$ cat src/rtl/key_evt_pkg.sv
// rtl/key_evt_pkg.sv - shared states and default timing constants for the key event classifier
package key_evt_pkg;

    typedef enum logic [2:0] {
        IDLE,
        PRESS1,
        WAIT2,
        PRESS2,
        HOLD
    } state_t;

    localparam int CLK_PER_MS_DEF = 20000;
    localparam int LONG_MS_DEF    = 1000;
    localparam int DCLICK_MS_DEF  = 250;
    localparam int REPEAT_MS_DEF  = 100;

    function automatic int max3(input int a, input int b, input int c);
        int m;
        m = (a > b) ? a : b;
        return (m > c) ? m : c;
    endfunction

endpackage

$ cat src/rtl/key_event_classifier_ms_timer.sv
// rtl/key_event_classifier_ms_timer.sv - millisecond prescaler plus saturating ms counter
module ms_timer #(
    parameter int CLK_PER_MS = 20000,
    parameter int CNT_W      = 10
) (
    input  logic             clk,
    input  logic             rst,
    input  logic             clr,
    output logic [CNT_W-1:0] ms_cnt,
    output logic             ms_tick
);

    localparam int PRE_W = (CLK_PER_MS > 1) ? $clog2(CLK_PER_MS) : 1;

    logic [PRE_W-1:0] presc;

    assign ms_tick = (presc == PRE_W'(CLK_PER_MS - 1));

    always_ff @(posedge clk) begin
        if (rst || clr) begin
            presc  <= '0;
            ms_cnt <= '0;
        end else begin
            presc <= ms_tick ? '0 : presc + 1'b1;
            if (ms_tick && (ms_cnt != '1)) begin
                ms_cnt <= ms_cnt + 1'b1;
            end
        end
    end

endmodule

$ cat src/rtl/key_event_classifier.sv
// rtl/key_event_classifier.sv - short/long/double-click classifier; KEY_REPEAT_EN adds auto-repeat in HOLD
module key_event_classifier
    import key_evt_pkg::*;
#(
    parameter int CLK_PER_MS = CLK_PER_MS_DEF,
    parameter int LONG_MS    = LONG_MS_DEF,
    parameter int DCLICK_MS  = DCLICK_MS_DEF,
    parameter int REPEAT_MS  = REPEAT_MS_DEF
) (
    input  logic clk,
    input  logic rst,
    input  logic key_n,
    output logic evt_short,
    output logic evt_long,
    output logic evt_double,
    output logic evt_repeat,
    output logic busy
);

    localparam int CNT_W = $clog2(max3(LONG_MS, DCLICK_MS, REPEAT_MS) + 1);

    state_t           state;
    state_t           state_next;
    logic [CNT_W-1:0] ms_cnt;
    logic             ms_tick;
    logic             clr;
    logic             rep_clr;
    logic             long_hit;
    logic             dclick_hit;
    logic             short_nx;
    logic             long_nx;
    logic             double_nx;
    logic             repeat_nx;

    // A threshold is reached on the edge where the counter steps onto it.
    assign long_hit   = ms_tick && (ms_cnt == CNT_W'(LONG_MS - 1));
    assign dclick_hit = ms_tick && (ms_cnt == CNT_W'(DCLICK_MS - 1));
    assign clr        = (state_next != state) || rep_clr;
    assign busy       = (state != IDLE);

    ms_timer #(
        .CLK_PER_MS(CLK_PER_MS),
        .CNT_W     (CNT_W)
    ) u_ms_timer (
        .clk    (clk),
        .rst    (rst),
        .clr    (clr),
        .ms_cnt (ms_cnt),
        .ms_tick(ms_tick)
    );

`ifdef KEY_REPEAT_EN
    logic repeat_hit;
    assign repeat_hit = ms_tick && (ms_cnt == CNT_W'(REPEAT_MS - 1));
`endif

    always_comb begin
        state_next = state;
        short_nx   = 1'b0;
        long_nx    = 1'b0;
        double_nx  = 1'b0;
        repeat_nx  = 1'b0;
        rep_clr    = 1'b0;
        case (state)
            IDLE: begin
                if (!key_n) state_next = PRESS1;
            end
            PRESS1: begin
                if (key_n) begin
                    state_next = WAIT2;
                end else if (long_hit) begin
                    state_next = HOLD;
                    long_nx    = 1'b1;
                end
            end
            WAIT2: begin
                if (!key_n) begin
                    state_next = PRESS2;
                end else if (dclick_hit) begin
                    state_next = IDLE;
                    short_nx   = 1'b1;
                end
            end
            PRESS2: begin
                if (key_n) begin
                    state_next = IDLE;
                    double_nx  = 1'b1;
                end
            end
            HOLD: begin
                if (key_n) begin
                    state_next = IDLE;
`ifdef KEY_REPEAT_EN
                end else if (repeat_hit) begin
                    repeat_nx = 1'b1;
                    rep_clr   = 1'b1;
`endif
                end
            end
            default: state_next = IDLE;
        endcase
    end

    always_ff @(posedge clk) begin
        if (rst) begin
            state      <= IDLE;
            evt_short  <= 1'b0;
            evt_long   <= 1'b0;
            evt_double <= 1'b0;
        end else begin
            state      <= state_next;
            evt_short  <= short_nx;
            evt_long   <= long_nx;
            evt_double <= double_nx;
        end
    end

`ifdef KEY_REPEAT_EN
    always_ff @(posedge clk) begin
        if (rst) evt_repeat <= 1'b0;
        else     evt_repeat <= repeat_nx;
    end
`else
    assign evt_repeat = 1'b0;
    logic unused_repeat;
    assign unused_repeat = repeat_nx;
`endif

endmodule

$ cat config.mk
export PLATFORM = sky130hd
export DESIGN_NAME = key_event_classifier
export DESIGN_NICKNAME = d
export VERILOG_FILES = /design/src/rtl/key_evt_pkg.sv /design/src/rtl/key_event_classifier_ms_timer.sv /design/src/rtl/key_event_classifier.sv
export SDC_FILE = /design/constraint.sdc
export NUM_CORES = 1
export LEC_CHECK = 0
export CORE_ASPECT_RATIO = 1.75
export CORE_MARGIN = 2
export CORE_UTILIZATION = 60
export CTS_BUF_LIST = sky130_fd_sc_hd__clkbuf_8
export DETAILED_ROUTE_END_ITERATION = 10
export PLACE_DENSITY = 0.8
export SLEW_MARGIN = 20
export SYNTH_ARGS = -nofsm -noshare
export SYNTH_HDL_FRONTEND = slang
export SYNTH_SLANG_ARGS = --single-unit
export TNS_END_PERCENT = 100
$ cat constraint.sdc
create_clock -name clk -period 2.28 [get_ports clk]
set_input_delay 0.342 -clock clk [delete_from_list [all_inputs] [get_ports clk]]
set_output_delay 0.342 -clock clk [all_outputs]
set_load 0.05 [all_outputs]
==> results of run 1 <==
-- report_power, final --
part	switching (mW)	leakage [nW]	total [mW]	internal (mW)
Combinational	0.0337	0.245	0.0542	0.0205
Sequential	0.00569	0.250	0.551	0.546
Clock	0.196	0.0612	0.549	0.353
Total	0.235	0.557	1.15	0.919
-- worst reg2reg max path: stages (launching register included) --
cell and delay, ns:
sky130_fd_sc_hd__dfxtp_1 0.39, sky130_fd_sc_hd__ha_1 0.23, sky130_fd_sc_hd__and4_1 0.33, sky130_fd_sc_hd__nand4b_2 0.14, sky130_fd_sc_hd__or3_4 0.43, sky130_fd_sc_hd__o221ai_4 0.18, sky130_fd_sc_hd__buf_12 0.19, sky130_fd_sc_hd__a21oi_1 0.06
-- logic make-up after synthesis --
family / share of synthesized area (%)
buf+inv: 2.98
compound gates: 5.88
xor+xnor: 12.7
simple gates: 34.6
fa+ha+maj: 2.48
other cells: 0.248
flops: 41.1
-- area by class of cell --
type | count | area share (%)
sequential | 31 | 35.8
multi-input combinational | 126 | 48.8
tap | 26 | 1.88
clock inverter | 2 | 2.02
inverter | 4 | 0.866
clock buffer | 6 | 4.76
timing repair buffer | 10 | 5.92
-- routing by layer --
| layer | wire, um | part of all wire [%] |
|---|---|---|
| met1 | 1130 | 39 |
| met2 | 1620 | 56 |
| met3 | 97 | 3.3 |
| met4 | 46 | 1.6 |
| met5 | 0 | 0 |
-- state kept, by name (all words and copies together), names as in the netlist --
name               count
u_ms_timer.presc      15
u_ms_timer.ms_cnt     10
state                  3
evt_double             1
evt_long               1
evt_short              1
-- cells in the mapped netlist, drive strengths merged --
cell,instances,area [um^2]
o2111ai,1,8.76
nand4b,1,15.0
nand4,3,18.8
o221ai,1,26.3
xor2,7,61.3
nand2b,2,12.5
xnor2,15,131
and4,2,17.5
or2,1,6.26
a211oi,1,7.51
or3,5,36.3
nor2,31,141
nor4b,3,47.5
a2111oi,1,8.76
dfxtp,31,621
and3,2,12.5
a21oi,5,25.0
o21a,1,7.51
nor3b,2,15.0
buf,2,18.8
nor3,6,35.0
inv,4,15.0
ha,3,37.5
or4b,2,20.0
nand3,8,40.0
nor4,6,37.5
clkbuf,3,11.3
nand2,13,48.8
or3b,1,8.76
and4b,1,10.0
conb,1,3.75
o21ai,1,5.00
-- per-stage QoR --
step           util [%]  std cells  hold slack (ns)  instance area, um^2
2_1_floorplan         -        166            0.418                 1510
3_3_place_gp       66.5        197            0.451                 1620
3_5_place_dp       66.5        197            0.457                 1620
4_1_cts            71.3        205            0.470                 1730
5_1_grt            71.3        205            0.494                 1730
6_report           71.3        205            0.474                 1730
-- worst min-delay path by stage --
stage                                              start                        endpoint  slack [ns]
final                     u_ms_timer.presc[0]$_SDFF_PP0_  u_ms_timer.presc[0]$_SDFF_PP0_        0.47
after global routing      u_ms_timer.presc[0]$_SDFF_PP0_  u_ms_timer.presc[0]$_SDFF_PP0_        0.49
after CTS                 u_ms_timer.presc[0]$_SDFF_PP0_  u_ms_timer.presc[0]$_SDFF_PP0_        0.47
after detailed placement  u_ms_timer.presc[0]$_SDFF_PP0_  u_ms_timer.presc[0]$_SDFF_PP0_        0.46
after global placement    u_ms_timer.presc[0]$_SDFF_PP0_  u_ms_timer.presc[0]$_SDFF_PP0_        0.45
after floorplan                                      rst             state[2]$_SDFF_PP0_        0.42
==> impl_metrics.prom, run 1 <==
# TYPE chip_impl_metric gauge
chip_impl_metric{name="avgRoutedWirePerCell",unit="um"} 14.1
chip_impl_metric{name="floorplan.die.width",unit="um"} 41.9
chip_impl_metric{name="syn-instance-count",unit=""} 166
chip_impl_info{name="cts.root.buffer_cell",value="sky130_fd_sc_hd__clkbuf_8"} 1
chip_impl_metric{name="detail_route.wirelength",unit="mm"} 2.90
chip_impl_metric{name="number_of_setup_buffers_added_after_cts",unit=""} 0
chip_impl_metric{name="max-cap-violations",unit=""} 0
chip_impl_info{name="rsz_0062_raised_after_global_routing",value="no"} 1
chip_impl_metric{name="route.vias.total",unit=""} 1193
chip_impl_metric{name="arrival",unit="ns"} 1.75
chip_impl_metric{name="detail-route-antenna-nets",unit=""} 0
chip_impl_metric{name="period_minus_slack",unit="ns"} 2.10
chip_impl_metric{name="vdd.ir_drop.worst",unit="V"} 0.000695
chip_impl_metric{name="num_antenna_cells",unit=""} 0
chip_impl_metric{name="fp.dieH",unit="um"} 70.4
chip_impl_metric{name="slew_viol_final",unit=""} 0
chip_impl_metric{name="tritoncts_num_sinks",unit=""} 31
chip_impl_info{name="worst_setup_path_startpoint",value="state[0]$_SDFF_PP0_"} 1
chip_impl_metric{name="seq_area_frac_synth",unit="%"} 41.1
chip_impl_metric{name="grt_use_met3",unit="%"} 5.94
chip_impl_metric{name="worst_slack",unit="ns"} 0.183
chip_impl_metric{name="grt_first_pass_wirelength",unit="mm"} 5.33
chip_impl_metric{name="drt-vias-per-instance",unit=""} 5.82
chip_impl_info{name="r2r-end",value="u_ms_timer.ms_cnt[1]$_SDFFE_PP0P_"} 1
chip_impl_metric{name="area.growth.synth_to_final",unit="%"} 14.7
chip_impl_metric{name="layout-drive-gt1-share",unit="%"} 16.2
chip_impl_metric{name="post_cts_hold_buffer_count",unit=""} 0
chip_impl_metric{name="yosys_register_bits",unit=""} 31
chip_impl_metric{name="drcViolationCount",unit=""} 0
chip_impl_metric{name="grt_usage",unit="%"} 23.5
chip_impl_info{name="mostFrequentLayoutCell",value="sky130_fd_sc_hd__dfxtp_1"} 1
chip_impl_metric{name="fin_nets",unit=""} 184
chip_impl_metric{name="power_per_cell_area",unit="nW/um^2"} 666
chip_impl_metric{name="std_cell_rows",unit=""} 24
chip_impl_metric{name="timing.final.hold_violations",unit=""} 0
chip_impl_info{name="cp_cell_sequence",value="or3_1 > clkdlybuf4s50_1"} 1
chip_impl_info{name="crit-reg2reg-launch",value="u_ms_timer.presc[0]$_SDFF_PP0_"} 1
chip_impl_metric{name="final_power",unit="mW"} 1.15
chip_impl_metric{name="clock_tree.buffer_depth",unit=""} 2
chip_impl_metric{name="netlist-cell-type-count",unit=""} 38
chip_impl_metric{name="die_outline_area",unit="um^2"} 2950
chip_impl_metric{name="whs_path_depth",unit=""} 1
chip_impl_metric{name="portBuffers",unit=""} 6
chip_impl_metric{name="global_route.usage.met2",unit="%"} 41.7
chip_impl_info{name="worst_setup_path_end_kind",value="output pin"} 1
chip_impl_metric{name="design.portCount",unit=""} 8
chip_impl_metric{name="cts_buffers",unit=""} 5
chip_impl_metric{name="initial_core_util",unit="%"} 62.1
chip_impl_metric{name="timing.final.crit_share",unit="%"} 92.0
chip_impl_metric{name="cp.buffers_inverters",unit=""} 1
chip_impl_metric{name="detail_route.first_pass.iterations",unit=""} 4
chip_impl_metric{name="clock_latency",unit="ns"} 0.28
chip_impl_info{name="busiest_layer",value="met2"} 1
chip_impl_metric{name="critPathMaxFanout",unit=""} 8
chip_impl_metric{name="max_freq",unit="MHz"} 477
chip_impl_metric{name="syn_nets",unit=""} 172
chip_impl_metric{name="maximum_number_of_pins_on_one_net_before_global_route_repair",unit=""} 18
chip_impl_metric{name="yosys_warnings",unit=""} 0
chip_impl_metric{name="slew_headroom",unit="%"} 66.5
chip_impl_metric{name="detailedRoute.firstIterationViolations",unit=""} 21
chip_impl_metric{name="mappedNetlistArea",unit="um^2"} 1510
chip_impl_metric{name="post_place_worst_slack",unit="ns"} 0.182
chip_impl_info{name="timing.hold.worst.class",value="reg -> reg"} 1
chip_impl_metric{name="n_fill_cell",unit=""} 204
chip_impl_metric{name="layout.area.seq",unit="um^2"} 621
chip_impl_info{name="timing.critical_path.max_delay_family",value="buffers and inverters"} 1
chip_impl_info{name="worstSetupEndpoint",value="busy"} 1
chip_impl_metric{name="reg2reg_depth",unit=""} 7
chip_impl_metric{name="multi_input_comb_area",unit="um^2"} 846
chip_impl_metric{name="cts-resized-gates",unit=""} 0
chip_impl_info{name="clock_tree_from_tritoncts",value="done"} 1
chip_impl_metric{name="antenna_violations_before_repair",unit=""} 0
chip_impl_metric{name="slowest_delay",unit="ns"} 0.71
chip_impl_metric{name="required_time_worst_endpoint",unit="ns"} 1.94
chip_impl_info{name="cpMaxStageDelayCell",value="sky130_fd_sc_hd__clkdlybuf4s50_1"} 1
chip_impl_metric{name="number_of_global_route_vias_before_repair",unit=""} 1227
chip_impl_info{name="final_cell_mix",value="sky130_fd_sc_hd__dfxtp_1, sky130_fd_sc_hd__nor2_1, sky130_fd_sc_hd__xnor2_1, sky130_fd_sc_hd__nand2_1, sky130_fd_sc_hd__nor2_2"} 1
chip_impl_info{name="critPathLaunchType",value="flip-flop"} 1
chip_impl_metric{name="place.gp.congestion",unit=""} 0.831
chip_impl_metric{name="tightest_slew",unit="ns"} 0.500
chip_impl_metric{name="synthesis.area_per_instance",unit="um^2"} 9.11
chip_impl_metric{name="grt_util_met1",unit="%"} 24.4
chip_impl_metric{name="core_area",unit="um^2"} 2430
chip_impl_metric{name="path_clk_slew",unit="ns"} 0.07
chip_impl_info{name="status",value="finished clean"} 1
chip_impl_metric{name="total_global_routing_overflow",unit=""} 0
chip_impl_metric{name="setup_tns",unit="ns"} 0
chip_impl_metric{name="hpwlAfterDp",unit="mm"} 2.18
chip_impl_metric{name="ctsHtreeMaxLevel",unit=""} 2
chip_impl_metric{name="final-setup-viol-count",unit=""} 0
chip_impl_metric{name="cp_num_cells",unit=""} 2
chip_impl_metric{name="worst-r2r-setup-slack",unit="ns"} 0.23
chip_impl_metric{name="leakage",unit="nW"} 0.557
chip_impl_info{name="criticalPathCategory",value="reg -> out"} 1
chip_impl_metric{name="worst_clock_skew",unit="ns"} 0.00684
No activity file was read; power rests on OpenSTA's default activity.
==> run 2, diff against run 1 <==
--- a/config.mk
+++ b/config.mk
@@ -5,6 +5,7 @@
 export SDC_FILE = /design/constraint.sdc
 export NUM_CORES = 1
 export LEC_CHECK = 0
+export CAP_MARGIN = 5
 export CORE_ASPECT_RATIO = 1.75
 export CORE_MARGIN = 2
 export CORE_UTILIZATION = 60
==> results of run 2 <==
Final layout, timing and power as in run 1 (identical DEF).
==> run 3, diff against run 2 <==
--- a/config.mk
+++ b/config.mk
@@ -11,7 +11,10 @@
 export CORE_UTILIZATION = 60
 export CTS_BUF_LIST = sky130_fd_sc_hd__clkbuf_8
 export DETAILED_ROUTE_END_ITERATION = 10
-export PLACE_DENSITY = 0.8
+export DONT_BUFFER_PORTS = 1
+export MAX_ROUTING_LAYER = met4
+export PLACE_DENSITY = 0.76
+export REMOVE_ABC_BUFFERS = 1
 export SLEW_MARGIN = 20
 export SYNTH_ARGS = -nofsm -noshare
 export SYNTH_HDL_FRONTEND = slang
==> run 3 against run 2 <==
Against the previous run:
- combinational power fell by 15%
- cell count fell by 2.9%
- largest power group unchanged
- cell area fell by 5.6%
- power fell by 14%
- largest cell class unchanged
- routed wire length fell by 6.7%
- maximum frequency rose by 1.3%
- die area did not move
- first-iteration DRC count fell by 14%
==> impl_metrics.prom, run 3 (synthesis results as in run 1) <==
# TYPE chip_impl_metric gauge
chip_impl_metric{name="stdcell_count",unit=""} 199
chip_impl_metric{name="place.gp.congestion",unit=""} 0.869
chip_impl_metric{name="period_minus_slack",unit="ns"} 2.07
chip_impl_metric{name="arrival",unit="ns"} 2.24
chip_impl_metric{name="tightest_slew",unit="ns"} 0.494
chip_impl_metric{name="clock_tree.buffer_depth",unit=""} 2
chip_impl_metric{name="num_antenna_cells",unit=""} 0
chip_impl_metric{name="number_of_global_route_vias_before_repair",unit=""} 1132
chip_impl_info{name="timing.hold.worst.class",value="in -> reg"} 1
chip_impl_metric{name="clock_latency",unit="ns"} 0.28
chip_impl_metric{name="post_cts_hold_buffer_count",unit=""} 0
chip_impl_info{name="r2r-end",value="u_ms_timer.presc[2]$_SDFF_PP0_"} 1
chip_impl_metric{name="cp.buffers_inverters",unit=""} 1
chip_impl_metric{name="cp_num_cells",unit=""} 7
chip_impl_info{name="biggestRegsByFlops",value="u_ms_timer.presc (15), u_ms_timer.ms_cnt (10), state (3)"} 1
chip_impl_metric{name="detail-route-antenna-nets",unit=""} 0
chip_impl_info{name="rsz_0062_raised_after_global_routing",value="no"} 1
chip_impl_metric{name="required_time_worst_endpoint",unit="ns"} 2.45
chip_impl_metric{name="route.vias.total",unit=""} 1162
chip_impl_metric{name="post_place_worst_slack",unit="ns"} 0.207
chip_impl_info{name="critPathLaunchType",value="flip-flop"} 1
chip_impl_metric{name="whs_path_depth",unit=""} 1
chip_impl_metric{name="cts_buffers",unit=""} 5
chip_impl_info{name="worst_hold_startpoint",value="rst"} 1
chip_impl_metric{name="path_clk_slew",unit="ns"} 0.06
chip_impl_metric{name="power_per_cell_area",unit="nW/um^2"} 604
chip_impl_info{name="crit-reg2reg-launch",value="u_ms_timer.presc[0]$_SDFF_PP0_"} 1
chip_impl_metric{name="antenna_violations_before_repair",unit=""} 0
chip_impl_metric{name="die_outline_area",unit="um^2"} 2950
chip_impl_info{name="cp_cell_sequence",value="ha_1 > and4_1 > nand4b_2 > or3_4 > o221ai_4 > buf_12 > nor2_1"} 1
chip_impl_info{name="clock_tree_from_tritoncts",value="done"} 1
chip_impl_metric{name="total_global_routing_overflow",unit=""} 0
chip_impl_metric{name="core_area",unit="um^2"} 2430
chip_impl_metric{name="avgRoutedWirePerCell",unit="um"} 13.6
chip_impl_info{name="mostFrequentLayoutCell",value="sky130_fd_sc_hd__dfxtp_1"} 1
chip_impl_info{name="timing.critical_path.max_delay_family",value="simple AND/OR/NAND/NOR gates"} 1
chip_impl_metric{name="tritoncts_num_sinks",unit=""} 31
chip_impl_metric{name="detail_route.first_pass.iterations",unit=""} 4
chip_impl_metric{name="reg2reg_depth",unit=""} 7
chip_impl_metric{name="drt-vias-per-instance",unit=""} 5.84
chip_impl_metric{name="number_of_cells_in_the_design_after_placement",unit=""} 191
chip_impl_metric{name="slew_headroom",unit="%"} 66.9
chip_impl_metric{name="setup_tns",unit="ns"} 0
chip_impl_metric{name="slew_viol_final",unit=""} 0
chip_impl_metric{name="number_of_setup_buffers_added_after_cts",unit=""} 0
chip_impl_metric{name="timing.final.crit_share",unit="%"} 90.8
chip_impl_metric{name="leakage",unit="nW"} 0.524
chip_impl_info{name="cpMaxStageDelayCell",value="sky130_fd_sc_hd__or3_4"} 1
chip_impl_info{name="final_cell_mix",value="sky130_fd_sc_hd__dfxtp_1, sky130_fd_sc_hd__nor2_1, sky130_fd_sc_hd__xnor2_1, sky130_fd_sc_hd__nand2_1, sky130_fd_sc_hd__nor2_2"} 1
chip_impl_info{name="status",value="finished clean"} 1
chip_impl_metric{name="max-cap-violations",unit=""} 0
chip_impl_metric{name="cts-resized-gates",unit=""} 0
chip_impl_metric{name="finish.utilization",unit="%"} 67.3
chip_impl_metric{name="worst-r2r-setup-slack",unit="ns"} 0.21
chip_impl_metric{name="largest_register_ffs",unit=""} 15
chip_impl_metric{name="worst_slack",unit="ns"} 0.210
chip_impl_metric{name="std_cell_rows",unit=""} 24
chip_impl_metric{name="critPathMaxFanout",unit=""} 12
chip_impl_metric{name="vdd.ir_drop.worst",unit="V"} 0.000408
chip_impl_info{name="criticalPathCategory",value="reg -> reg"} 1
chip_impl_metric{name="hpwlAfterDp",unit="mm"} 2.04
chip_impl_info{name="cts.root.buffer_cell",value="sky130_fd_sc_hd__clkbuf_8"} 1
chip_impl_metric{name="area.growth.synth_to_final",unit="%"} 8.36
chip_impl_metric{name="floorplan.die.width",unit="um"} 41.9
chip_impl_metric{name="fp.dieH",unit="um"} 70.4
chip_impl_metric{name="timing.final.hold_violations",unit=""} 0
chip_impl_metric{name="initial_core_util",unit="%"} 62.1
chip_impl_metric{name="maximum_number_of_pins_on_one_net_before_global_route_repair",unit=""} 13
chip_impl_metric{name="detailedRoute.firstIterationViolations",unit=""} 18
chip_impl_metric{name="grt_usage",unit="%"} 21.6
chip_impl_metric{name="design.portCount",unit=""} 8
chip_impl_metric{name="grt_first_pass_wirelength",unit="mm"} 4.82
chip_impl_metric{name="max_freq",unit="MHz"} 483
chip_impl_metric{name="detail_route.wirelength",unit="mm"} 2.70
chip_impl_info{name="worstHoldEndpoint",value="evt_long$_SDFF_PP0_"} 1
chip_impl_metric{name="drcViolationCount",unit=""} 0
chip_impl_metric{name="portBuffers",unit=""} 0
chip_impl_info{name="regMostFlops",value="u_ms_timer.presc"} 1
chip_impl_metric{name="final-setup-viol-count",unit=""} 0
chip_impl_metric{name="fin_nets",unit=""} 178
chip_impl_metric{name="worst_clock_skew",unit="ns"} 0.00720
chip_impl_info{name="worst_setup_path_end_kind",value="flip-flop"} 1
chip_impl_metric{name="layout-drive-gt1-share",unit="%"} 15.6
chip_impl_metric{name="ctsHtreeMaxLevel",unit=""} 2
chip_impl_metric{name="slowest_delay",unit="ns"} 0.43
-- run 3: cell types whose count changed in the layout (fill, tap and decap cells not counted), sizes merged --
cell / previous run / this run
bufinv: 1 / 0
inv: 4 / 6
clkdlybuf4s50: 6 / 0
clkbuf: 6 / 5
-- run 3: worst max-delay path by stage --
stage	endpoint	startpoint	slack, ns
floorplan	u_ms_timer.ms_cnt[8]$_SDFFE_PP0P_	u_ms_timer.presc[0]$_SDFF_PP0_	0.11
global placement	u_ms_timer.presc[4]$_SDFF_PP0_	u_ms_timer.presc[0]$_SDFF_PP0_	0.29
detailed placement	u_ms_timer.ms_cnt[8]$_SDFFE_PP0P_	u_ms_timer.presc[0]$_SDFF_PP0_	0.21
CTS	u_ms_timer.presc[2]$_SDFF_PP0_	u_ms_timer.presc[0]$_SDFF_PP0_	0.20
global route	u_ms_timer.presc[2]$_SDFF_PP0_	u_ms_timer.presc[0]$_SDFF_PP0_	0.07
finish	u_ms_timer.presc[2]$_SDFF_PP0_	u_ms_timer.presc[0]$_SDFF_PP0_	0.21
-- run 3: metal layers --
metal  vias up  track usage, %  part of all wire, %
met5         -               -                    0
met1       552            21.9                   39
met2        16            37.2                   55
met4         0            10.8                  3.1
li1        583               -                    -
met3        11            5.68                  2.5
-- run 3: final cells by class --
cell class / instances / area (um^2)
timing repair buffer: 4 / 42.5
multi-input combinational: 126 / 846
clock inverter: 3 / 12.5
clock buffer: 5 / 68.8
tap: 26 / 32.5
sequential: 31 / 621
fill: 197 / 795
inverter: 4 / 15.0
-- run 3: worst register-to-register path, cell delays in order (launching register included) --
cell,delay [ns]
sky130_fd_sc_hd__dfxtp_1,0.36
sky130_fd_sc_hd__ha_1,0.22
sky130_fd_sc_hd__and4_1,0.31
sky130_fd_sc_hd__nand4b_2,0.13
sky130_fd_sc_hd__or3_4,0.43
sky130_fd_sc_hd__o221ai_4,0.27
sky130_fd_sc_hd__buf_12,0.19
sky130_fd_sc_hd__nor2_1,0.05
-- run 3: per-stage QoR --
step           power, mW  hold WS [ns]  cell area (um^2)
6_report           0.989         0.131              1640
5_1_grt             1.03         0.126              1640
4_1_cts             1.00         0.126              1640
3_5_place_dp       0.608         0.424              1560
3_3_place_gp       0.607         0.420              1560
2_1_floorplan      0.595         0.418              1480
-- run 3: power breakdown --
part	switching [mW]	internal [mW]
combinational	0.0311	0.0151
sequential	0.00448	0.546
clock	0.188	0.204
